`src/rtl/cdb_arbiter_if.sv`:
```
// cdb_arbiter_if: FU result channels and CDB broadcast bundle for cdb_arbiter
`ifndef GPR_SIZE
`define GPR_SIZE 64
`endif
`ifndef ROB_IDX_SIZE
`define ROB_IDX_SIZE 6
`endif
interface cdb_arbiter_if #(
   parameter int NUM_FU = 2,
   parameter int VAL_W  = `GPR_SIZE,
   parameter int IDX_W  = `ROB_IDX_SIZE
);
   logic [NUM_FU-1:0]       in_fu_done;
   logic [NUM_FU*IDX_W-1:0] in_fu_dst_rob_index;
   logic [NUM_FU*VAL_W-1:0] in_fu_value;
   logic [NUM_FU-1:0]       in_fu_set_nzcv;
   logic [NUM_FU*4-1:0]     in_fu_nzcv;
   logic                    in_rob_is_mispred;
   logic [NUM_FU-1:0]       out_fu_ready;
   logic                    out_rob_done;
   logic [IDX_W-1:0]        out_rob_dst_rob_index;
   logic [VAL_W-1:0]        out_rob_value;
   logic                    out_rob_set_nzcv;
   logic [3:0]              out_rob_nzcv;
   logic                    out_overflow;
   modport master (
      output in_fu_done, in_fu_dst_rob_index, in_fu_value, in_fu_set_nzcv, in_fu_nzcv, in_rob_is_mispred,
      input  out_fu_ready, out_rob_done, out_rob_dst_rob_index, out_rob_value, out_rob_set_nzcv, out_rob_nzcv, out_overflow
   );
   modport slave (
      input  in_fu_done, in_fu_dst_rob_index, in_fu_value, in_fu_set_nzcv, in_fu_nzcv, in_rob_is_mispred,
      output out_fu_ready, out_rob_done, out_rob_dst_rob_index, out_rob_value, out_rob_set_nzcv, out_rob_nzcv, out_overflow
   );
endinterface

```
`src/rtl/cdb_arbiter.sv`:
```
// cdb_arbiter: per-FU result FIFOs round-robin arbitrated onto one CDB broadcast; optional flush via CDB_FLUSH_EN
`ifndef GPR_SIZE
`define GPR_SIZE 64
`endif
`ifndef ROB_IDX_SIZE
`define ROB_IDX_SIZE 6
`endif
module cdb_arbiter #(
   parameter int NUM_FU = 2,
   parameter int DEPTH  = 4,
   parameter int VAL_W  = `GPR_SIZE,
   parameter int IDX_W  = `ROB_IDX_SIZE
) (
   input logic          in_clk,
   input logic          in_rst,
   cdb_arbiter_if.slave bus
);
   localparam int PW = $clog2(NUM_FU);
   localparam int AW = $clog2(DEPTH);
   localparam int CW = $clog2(DEPTH + 1);
   localparam int EW = IDX_W + VAL_W + 5;
   logic [NUM_FU-1:0] rdy, ne, push, pop;
   logic [EW-1:0]     hd [NUM_FU];
   logic [PW-1:0]     rr, gnt;
   logic              gv, clr, drop;
`ifdef CDB_FLUSH_EN
   assign clr = bus.in_rob_is_mispred;
`else
   assign clr = 1'b0;
`endif
   assign bus.out_fu_ready = rdy;
   assign drop = |(bus.in_fu_done & ~rdy);
   for (genvar g = 0; g < NUM_FU; g++) begin : ch
      logic [EW-1:0] q [DEPTH];
      logic [AW-1:0] hp, tp;
      logic [CW-1:0] cnt;
      assign rdy[g]  = cnt != CW'(DEPTH);
      assign ne[g]   = cnt != '0;
      assign push[g] = bus.in_fu_done[g] & rdy[g];
      assign pop[g]  = gv & (gnt == PW'(g));
      assign hd[g]   = q[hp];
      // channel FIFO: write tail on accepted push, advance head on grant
      always_ff @(posedge in_clk) begin
         if (in_rst || clr) begin
            hp  <= '0;
            tp  <= '0;
            cnt <= '0;
         end else begin
            if (push[g]) begin
               q[tp] <= {bus.in_fu_dst_rob_index[g*IDX_W +: IDX_W], bus.in_fu_value[g*VAL_W +: VAL_W],
                         bus.in_fu_set_nzcv[g], bus.in_fu_nzcv[g*4 +: 4]};
               tp    <= tp + 1'b1;
            end
            if (pop[g]) hp <= hp + 1'b1;
            cnt <= cnt + CW'(push[g]) - CW'(pop[g]);
         end
      end
   end
   // round-robin pick: lowest non-empty channel at or above rr, else wrap to lowest non-empty
   always_comb begin
      gv  = |ne;
      gnt = '0;
      for (int i = NUM_FU - 1; i >= 0; i--) if (ne[i]) gnt = PW'(i);
      for (int i = NUM_FU - 1; i >= 0; i--) if (ne[i] && PW'(i) >= rr) gnt = PW'(i);
   end
   // round-robin pointer moves just past the last granted channel
   always_ff @(posedge in_clk) begin
      if (in_rst || clr) rr <= '0;
      else if (gv) rr <= (gnt == PW'(NUM_FU - 1)) ? '0 : gnt + 1'b1;
   end
   // broadcast register: load granted head entry, hold fields while idle
   always_ff @(posedge in_clk) begin
      if (in_rst) begin
         bus.out_rob_done <= 1'b0;
         {bus.out_rob_dst_rob_index, bus.out_rob_value, bus.out_rob_set_nzcv, bus.out_rob_nzcv} <= '0;
      end else begin
         bus.out_rob_done <= gv & ~clr;
         if (gv && !clr) {bus.out_rob_dst_rob_index, bus.out_rob_value, bus.out_rob_set_nzcv, bus.out_rob_nzcv} <= hd[gnt];
      end
   end
   // sticky flag for any push offered to a full channel
   always_ff @(posedge in_clk) begin
      if (in_rst) bus.out_overflow <= 1'b0;
      else if (drop) bus.out_overflow <= 1'b1;
   end
endmodule
```
`src/flat_wrapper.sv`:
```
// flat-port wrapper written by rule: the top's interface ports become plain ports
module cdb_arbiter_flat 
#(
   parameter int NUM_FU = 2,
   parameter int DEPTH  = 4,
   parameter int VAL_W  = `GPR_SIZE,
   parameter int IDX_W  = `ROB_IDX_SIZE
)
  (in_clk, in_rst, bus_in_fu_done, bus_in_fu_dst_rob_index, bus_in_fu_value, bus_in_fu_set_nzcv, bus_in_fu_nzcv, bus_in_rob_is_mispred, bus_out_fu_ready, bus_out_rob_done, bus_out_rob_dst_rob_index, bus_out_rob_value, bus_out_rob_set_nzcv, bus_out_rob_nzcv, bus_out_overflow);
  cdb_arbiter_if #(.NUM_FU(NUM_FU), .VAL_W(VAL_W), .IDX_W(IDX_W)) bus_i ();
  input logic in_clk;
  input logic in_rst;
  input wire logic [$bits(bus_i.in_fu_done)-1:0] bus_in_fu_done;
  input wire logic [$bits(bus_i.in_fu_dst_rob_index)-1:0] bus_in_fu_dst_rob_index;
  input wire logic [$bits(bus_i.in_fu_value)-1:0] bus_in_fu_value;
  input wire logic [$bits(bus_i.in_fu_set_nzcv)-1:0] bus_in_fu_set_nzcv;
  input wire logic [$bits(bus_i.in_fu_nzcv)-1:0] bus_in_fu_nzcv;
  input wire logic [$bits(bus_i.in_rob_is_mispred)-1:0] bus_in_rob_is_mispred;
  output wire logic [$bits(bus_i.out_fu_ready)-1:0] bus_out_fu_ready;
  output wire logic [$bits(bus_i.out_rob_done)-1:0] bus_out_rob_done;
  output wire logic [$bits(bus_i.out_rob_dst_rob_index)-1:0] bus_out_rob_dst_rob_index;
  output wire logic [$bits(bus_i.out_rob_value)-1:0] bus_out_rob_value;
  output wire logic [$bits(bus_i.out_rob_set_nzcv)-1:0] bus_out_rob_set_nzcv;
  output wire logic [$bits(bus_i.out_rob_nzcv)-1:0] bus_out_rob_nzcv;
  output wire logic [$bits(bus_i.out_overflow)-1:0] bus_out_overflow;
  assign bus_i.in_fu_done = bus_in_fu_done;
  assign bus_i.in_fu_dst_rob_index = bus_in_fu_dst_rob_index;
  assign bus_i.in_fu_value = bus_in_fu_value;
  assign bus_i.in_fu_set_nzcv = bus_in_fu_set_nzcv;
  assign bus_i.in_fu_nzcv = bus_in_fu_nzcv;
  assign bus_i.in_rob_is_mispred = bus_in_rob_is_mispred;
  assign bus_out_fu_ready = bus_i.out_fu_ready;
  assign bus_out_rob_done = bus_i.out_rob_done;
  assign bus_out_rob_dst_rob_index = bus_i.out_rob_dst_rob_index;
  assign bus_out_rob_value = bus_i.out_rob_value;
  assign bus_out_rob_set_nzcv = bus_i.out_rob_set_nzcv;
  assign bus_out_rob_nzcv = bus_i.out_rob_nzcv;
  assign bus_out_overflow = bus_i.out_overflow;
  cdb_arbiter #(.NUM_FU(NUM_FU), .DEPTH(DEPTH), .VAL_W(VAL_W), .IDX_W(IDX_W)) u_core (.in_clk(in_clk), .in_rst(in_rst), .bus(bus_i));
endmodule
```
`config.mk`:
```
export PLATFORM = sky130hd
export DESIGN_NAME = cdb_arbiter_flat
export DESIGN_NICKNAME = d
export VERILOG_FILES = /design/src/rtl/cdb_arbiter_if.sv /design/src/rtl/cdb_arbiter.sv /design/src/flat_wrapper.sv
export SDC_FILE = /design/constraint.sdc
export NUM_CORES = 1
export LEC_CHECK = 0
export ABC_AREA = 1
export CORE_ASPECT_RATIO = 1.25
export CORE_MARGIN = 1
export CORE_UTILIZATION = 60
export CTS_CLUSTER_SIZE = 20
export DETAILED_ROUTE_END_ITERATION = 8
export PLACE_DENSITY_LB_ADDON = 0.3
export SKIP_LAST_GASP = 1
export SLEW_MARGIN = 0
export SYNTH_ARGS = -nofsm -noshare
export SYNTH_HDL_FRONTEND = slang
export SYNTH_SLANG_ARGS = --single-unit
```
`constraint.sdc`:
```
create_clock -name in_clk -period 12.1 [get_ports in_clk]
set_clock_uncertainty 0.15 [all_clocks]
set_input_delay 1.815 -clock in_clk [delete_from_list [all_inputs] [get_ports in_clk]]
set_output_delay 1.815 -clock in_clk [all_outputs]
set_load 0.02 [all_outputs]
```
* After elaboration in Yosys (flattened, before gate mapping) *
Memories as Yosys holds them, arrays and structs flattened. A register that Yosys moved wholly into a read port is not among the register bits.
Index checks and enable logic that the tools add are counted.

word-level totals
  input bits = 155
  memories kept = 2
  memory bits (writable) = 600
  word-level logic and storage cells = 61
  register bits after elaboration = 92

memory list
  memory          depth  bits a word  read ports  clocked after Yosys merged registers in  write ports  line               source
  u_core.ch[0].q  4      75           1           1                                        1            cdb_arbiter.sv:34  logic [EW-1:0] q [DEPTH];
  u_core.ch[1].q  4      75           1           1                                        1            cdb_arbiter.sv:34

cells by class
  bitwise operators = 8
  $add $sub $neg = 9
  magnitude comparators = 3
  mux-type cells = 18
  reductions and logical operators = 6
  equality and inequality tests = 2

operator list
  kind                                                           number
  75-bit two-way mux                                             3
  1-bit two-way mux                                              11
  2-bit by 1-bit adder with 2-bit output, second input constant  4
  2-bit two-way mux                                              4
  3-bit by 1-bit adder with 3-bit output                         2
  3-bit != test, second input constant                           2
  3-bit nonzero test                                             2
  3-bit by 1-bit subtractor with 3-bit output                    2
  1-bit AND                                                      4
  2-bit OR reduction                                             2
  2-bit AND                                                      1
  1-bit greater-or-equal comparator, first input constant        2
  2-bit greater-or-equal comparator, second input constant       1
  1-bit logical AND                                              2
  1-bit NOT with 2-bit output                                    1
  2-bit NOT                                                      1
  1-bit adder, second input constant                             1
  1-bit NOT                                                      1

* Longest topological paths before layout *
Gate-level depths: netlist (run 1).

  word-level depth = 9
  depth in mapped cells = 11

* Worst setup path after synthesis (run 1) *
Ideal clock, no wire load.

  path type = input to register
  start point = input port in_rst
  end point = memory u_core.ch[1].q[0][0] in the netlist's numbering, enable pin
  data arrival time = 5.174 ns
  setup time = 0.509 ns
  stages on the path = 3
  path slack = 6.267 ns
  cell sequence = inv_1 nand3_1 nor2_1

between the ends
  cells in the longest elaborated chain, start to end = 2

RTL lines
  element                                  line                source
  from (decl)                              flat_wrapper.sv:12  input logic in_rst;
  1-bit two-way mux                        cdb_arbiter.sv:44   if (in_rst || clr) begin
  1-bit two-way mux (not written as such)  cdb_arbiter.sv:50   q[tp] <= {bus.in_fu_dst_rob_index[g*IDX_W +: IDX_W], bus.in_fu_value[g*VAL_W +: VAL_W],
  to (decl)                                cdb_arbiter.sv:34

Every way passes these cells.

* Final worst setup path (run 1) *
  start point = input port in_rst
  end point = memory u_core.ch[1].q[3][68] in the netlist's numbering, enable pin

The elaborated chain is that of the path after synthesis.

==> results of run 1 <==
layer usage:
layer  share of wire (%)  wire length, um  vias to the layer above  track usage [%]
met5                0.23              149                        -                0
met4                 3.1             2030                       22             12.6
met3                 9.0             5800                      140             5.74
met2                  47            30300                      831             43.2
met1                  41            26300                     8752             39.8
li1                    -                -                     8477                -
kinds of logic (layout without fill, tap and decap cells):
logic type | Yosys count | in the layout | share of synthesized area (%)
other | 0 | 12 | 0
buffers and inverters | 178 | 422 | 2.93
AO/OA/AOI/OAI | 24 | 24 | 0.484
XOR/XNOR | 6 | 6 | 0.194
flip-flops | 696 | 696 | 73.5
AND/OR/NAND/NOR | 1465 | 1465 | 22.2
adder cells (fa/ha/maj) | 14 | 14 | 0.701
synth_stat cells:
| cell | number | area share (%) |
|---|---|---|
| a21oi_1 | 15 | 0.28 |
| a21oi_4 | 1 | 0.060 |
| buf_1 | 13 | 0.18 |
| buf_2 | 62 | 1.1 |
| buf_4 | 13 | 0.36 |
| clkbuf_1 | 42 | 0.58 |
| dfxtp_1 | 96 | 7.1 |
| edfxtp_1 | 600 | 66 |
| fa_1 | 2 | 0.15 |
| ha_1 | 12 | 0.55 |
| inv_1 | 42 | 0.58 |
| inv_2 | 6 | 0.083 |
| nand2_1 | 1065 | 15 |
| nand2_2 | 2 | 0.046 |
| nand2_4 | 1 | 0.042 |
| nand3_1 | 373 | 6.9 |
| nand4_1 | 1 | 0.023 |
| nor2_1 | 19 | 0.26 |
| nor2_2 | 2 | 0.046 |
| nor2_4 | 1 | 0.042 |
| nor2_8 | 1 | 0.074 |
| o21ai_0 | 8 | 0.15 |
| xor2_1 | 6 | 0.19 |
through the flow:
stage                     area [sq um]  cells  setup slack (ns)
final                            32000   3211              6.88
after global routing             32000   3208              6.67
after CTS                        32000   3199              6.91
after detailed placement         29800   3077              6.34
after global placement           29800   3077              6.38
after floorplan                  27100   2383              6.27
registers in the layout (all words and copies together) (netlist names), named ones only:
register,cells
u_core.bus.out_rob_set_nzcv,1
u_core.ch.hp,4
u_core.ch.q,600
u_core.bus.out_rob_done,1
u_core.ch.cnt,6
u_core.bus.out_rob_dst_rob_index,6
u_core.bus.out_rob_nzcv,4
u_core.ch.tp,4
u_core.rr,1
u_core.bus.out_rob_value,64
u_core.bus.out_overflow,1
power groups by stage:
stage / clock network (uW) / registers, uW / logic [uW]
floorplan: 0 / 3110 / 1450
global placement: 0 / 3040 / 2270
detailed placement: 0 / 3050 / 2340
CTS: 2140 / 3010 / 2370
global route: 2240 / 3030 / 2610
finish: 2120 / 3010 / 2390
final cells by class:
class / count / area [sq um]
Timing Repair Buffer: 252 / 2470
Fill cell: 2874 / 12300
Tap cell: 572 / 716
Clock inverter: 23 / 262
Antenna cell: 12 / 30.0
Inverter: 48 / 185
Clock buffer: 99 / 1970
Multi-Input combinational cell: 1509 / 6440
Sequential cell: 696 / 19900
critical path, cell delays in order:
cell	delay (ns)
clkdlybuf4s50_1	0.77
inv_1	0.52
nand3_1	0.47
nor2_4	0.93
buf_4	0.71
worst paths after layout:
kind                                from                           to  slack [ns]
max                               in_rst        u_core.ch[1].q[3][68]        6.88
max reg2reg          u_core.ch[1].cnt[1]        u_core.ch[1].q[3][68]        8.86
min reg2reg  u_core.bus.out_rob_value[9]  u_core.bus.out_rob_value[9]        0.30
min          u_core.bus.out_rob_value[9]  u_core.bus.out_rob_value[9]        0.30
==> impl_metrics.csv, run 1 <==
group,metric,value,unit
clock_network,post_cts_buffers,0,
clock_network,cts_tree,"yes",
worst_setup_path,end_kind,"register",
drt,via_count,18200,
clock_network,cts_max_level,3,
pwr,pwr-share-seq,40.0,%
worst_setup_path,cp_max_fo,47,
logic_synthesis,synth_fp_nets,2552,
logic_synthesis,synth_cell_type_count,23,
worst_hold_path,hp-class,"reg -> reg",
worst_setup_path,start_kind,"input port",
pwr,power.total,7510,uW
cells_and_area,final_cell_mix,"nand2_1, edfxtp_1, nand3_1",
clock_network,cts_buffers,67,
die,core,0.0443,sq mm
clock_network,clk_pin_slew,0.06,ns
clock_network,root_buffer,"clkbuf_16",
worst_setup_path,crit_type,"in -> reg",
drt,vias_per_cell,5.67,
logic_synthesis,synth-seq-cells,696,
global_route,grt_usage,28.4,%
cells_and_area,final_common_cell,"nand2_1",
die,start_util,61.2,%
timing,slew_violations,0,
logic_synthesis,synth_cells,2383,
drt,dr.pass1.iters,6,
global_route,antenna_found_initial,20,
logic_synthesis,yosysSeqAreaShare,73.5,%
drt,wl_per_cell,20.1,um
timing,hold_viol,0,
pwr,p_clk_share,28.2,%
cells_and_area,nets,2743,
logic_synthesis,yosysWarnings,0,
job,drv_cap,0,
pwr,powerDensity,235,mW/mm^2
die,die_w,192,um
timing,fin_hold_ws,0.299,ns
place,portBuffers,232,
timing,fin_crit,5.22,ns
die,dieArea,0.0461,sq mm
clock_network,cts_buffer_depth,3,
pwr,power.leakage,0.0122,uW
die,placementRows,86,
timing,rsz0062_at_grt,"no",
global_route,grt_pass1_vias,17600,
cells_and_area,drive_above_1_share,5.33,%
pwr,vdd_drop_max,0.158,mV
timing,setup-tns-final,0,ns
pwr,p_int,4840,uW
timing,max_slew_margin,18.0,%
global_route,grt.overflow.total,0,
global_route,grt_max_degree,113,
clock_network,cts-resized-gates,0,
pwr,comb_power_share,31.8,%
drt,totalWireLength,64.6,mm
die,ios,234,
timing,max_freq,192,MHz
die,fp.dieH,240,um
worst_setup_path,r2r_cells,5,
global_route,grt_pass1_wl,97.7,mm
timing,finalCritPeriodShare,43.1,%
drt,drc,0,
timing,setup_viol,0,
drt,ant_nets,0,
cells_and_area,syn_to_final_growth,18.1,%
timing,worst_slew_pin_slew,1.23,ns
place,routabilityCongestion,0.832,
status,outcome,"finished, final reports clean",
logic_synthesis,avgSynthCellArea,11.4,sq um
clock_network,clk_latency,0.59,ns
worst_setup_path,worstPathArrival,5.28,ns
cells_and_area,finish.utilization,72.3,%
pwr,switching_share,35.6,%
clock_network,cts_hold_buf,0,
place,dp_hpwl,37.4,mm
worst_hold_path,min_path_cells,2,
drt,drtIter0Drc,1753,
worst_setup_path,required,12.16,ns
pwr,p_sw,2670,uW
clock_network,cts.sinks,696,
logic_synthesis,synth_area,0.0271,sq mm
(Power assumes the default switching activity.)
==> run 2: changes to the inputs <==
- CORE_UTILIZATION: 60 -> 58
- clock period: 12.1 -> 5.2 ns (I/O delays scaled with it)
==> run 2 against run 1 <==
Cell count rose by 0.47%. Count of clock-buffer cells in the layout fell by 16. Sequential power rose by 130%. Final area rose by 0.27%. Largest cell class unchanged. Worst setup slack got worse by 4.7 ns. Sequential share of layout area fell by 0.17 points. Register-to-register slack got worse by 6.5 ns. Non-clock buffer count rose by 11. Utilization fell by 2.6 points. First-iteration DRC count fell by 4.2%. Via count barely moved. Combinational power rose by 130%.
==> impl_metrics.csv, run 2 (synthesis gave the netlist of run 1 again) <==
group,metric,value,unit
timing,max_freq,328,MHz
timing,setup_slack,2.15,ns
clock_network,cts_buffer_depth,3,
place,dp_hpwl,38.1,mm
timing,fin_crit,3.05,ns
pwr,p_sw,6200,uW
place,routabilityCongestion,0.824,
die,start_util,58.8,%
place,pre_cts_ws,1.52,ns
worst_setup_path,cp_max_fo,38,
pwr,comb_power_share,32.2,%
worst_setup_path,start_kind,"input port",
drt,drc,0,
global_route,grtUsageMet1,37.2,%
timing,hold_viol,0,
place,portBuffers,232,
clock_network,clk_pin_slew,0.06,ns
global_route,grt_max_degree,112,
cells_and_area,final_cell_mix,"nand2_1, edfxtp_1, nand3_1",
drt,dr.pass1.iters,7,
cells_and_area,nets,2748,
clock_network,cts_buffers,61,
pwr,p_clk_share,27.4,%
cells_and_area,largest_reg_flops,600,
global_route,antenna_found_initial,14,
worst_hold_path,hp-class,"reg -> reg",
die,placementRows,88,
timing,max_slew_margin,22.4,%
die,fp.dieH,244,um
clock_network,cts.sinks,696,
timing,setup-tns-final,0,ns
cells_and_area,drive_above_1_share,5.85,%
global_route,grt.overflow.total,0,
global_route,grt_usage,27.2,%
global_route,grt_pass1_vias,17600,
clock_network,cts_max_level,2,
clock_network,cts-resized-gates,0,
global_route,use_met2,43.7,%
job,drv_cap,0,
cells_and_area,fillers,3151,
drt,vias_per_cell,5.64,
pwr,power.leakage,0.0123,uW
clock_network,post_cts_buffers,0,
worst_setup_path,required,5.35,ns
pwr,p_int,11200,uW
cells_and_area,largest_register,"u_core.ch.q",
die,ios,234,
die,die_w,195,um
timing,fin_hold_ws,0.297,ns
timing,rsz0062_at_grt,"no",
drt,ant_nets,0,
drt,drtIter0Drc,1679,
timing,slew_violations,0,
drt,totalWireLength,64.7,mm
pwr,vdd_drop_max,0.378,mV
timing,finalCritPeriodShare,58.6,%
drt,wl_per_cell,20.1,um
global_route,grt_busiest_layer,"met2",
pwr,switching_share,35.7,%
pwr,pwr-share-seq,40.4,%
timing,setup_viol,0,
clock_network,cts_hold_buf,0,
status,outcome,"finished, final reports clean",
die,core,0.0461,sq mm
worst_setup_path,crit_type,"in -> reg",
clock_network,root_buffer,"clkbuf_16",
global_route,grtUsageMet3,4.97,%
worst_setup_path,end_kind,"register",
global_route,grt_pass1_wl,97.7,mm
pwr,powerDensity,541,mW/mm^2
clock_network,cts_tree,"yes",
cells_and_area,syn_to_final_growth,18.4,%
drt,via_count,18200,
timing,worst_slew_pin_slew,1.16,ns
cells_and_area,final_common_cell,"nand2_1",
die,dieArea,0.0476,sq mm
clock_network,clk_latency,0.63,ns
worst_setup_path,worstPathArrival,3.20,ns
==> run 2: cell count changes in the layout (fill, tap and decap cells not counted), sizes merged <==
cell,before,now
clkbuf,99,83
clkinv,16,19
bufinv,6,10
buf,20,31
clkinvlp,0,3
diode,12,9
==> run 2: critical path, cell delays in order <==
cell	delay [ns]
clkdlybuf4s50_1	0.40
buf_4	0.20
inv_1	0.30
nand3_1	0.40
nor2_4	0.73
buf_12	0.33
==> run 2: per-stage QoR <==
| step | util (%) | power, uW | std cells | area [sq um] |
|---|---|---|---|---|
| floorplan | - | 10600 | 2383 | 27100 |
| global placement | 65.0 | 12400 | 3101 | 30000 |
| detailed placement | 65.0 | 12600 | 3101 | 30000 |
| CTS | 69.6 | 17400 | 3217 | 32100 |
| global route | 69.6 | 18200 | 3225 | 32100 |
| finish | 69.6 | 17400 | 3226 | 32100 |
==> run 2: power by group through the flow <==
stage	Combinational [uW]	Sequential [uW]	Clock, uW
after floorplan	3370	7230	0
after global placement	5330	7100	0
after detailed placement	5490	7120	0
after CTS	5550	7010	4800
after global routing	6150	7060	5010
final	5590	7010	4750
==> run 2: worst paths after layout <==
path                                    endpoint                        start  depth (start not counted)  slack, ns
min reg2reg          u_core.bus.out_rob_value[2]  u_core.bus.out_rob_value[2]                          2       0.30
max                        u_core.ch[1].q[0][70]                       in_rst                          6       2.15
max reg2reg  u_core.bus.out_rob_dst_rob_index[4]                     register                          8       2.31
min                  u_core.bus.out_rob_value[2]  u_core.bus.out_rob_value[2]                          2       0.30
==> run 2: cell type report <==
class / instances / area, sq um / share of cell area, %
diodes: 9 / 22.5 / 0.0701
inverters: 48 / 185 / 0.577
well taps: 585 / 732 / 2.28
repair buffers: 263 / 2660 / 8.27
clock inverters: 33 / 419 / 1.31
clock buffers: 83 / 1710 / 5.33
multi-input cells: 1509 / 6440 / 20.1
flip-flops and latches: 696 / 19900 / 62.1
==> run 2: per-layer routing <==
| layer | vias up | share of wire (%) |
|---|---|---|
| met5 | - | 0.15 |
| met3 | 108 | 8.6 |
| met1 | 8846 | 41 |
| met4 | 14 | 2.6 |
| li1 | 8474 | - |
| met2 | 766 | 48 |
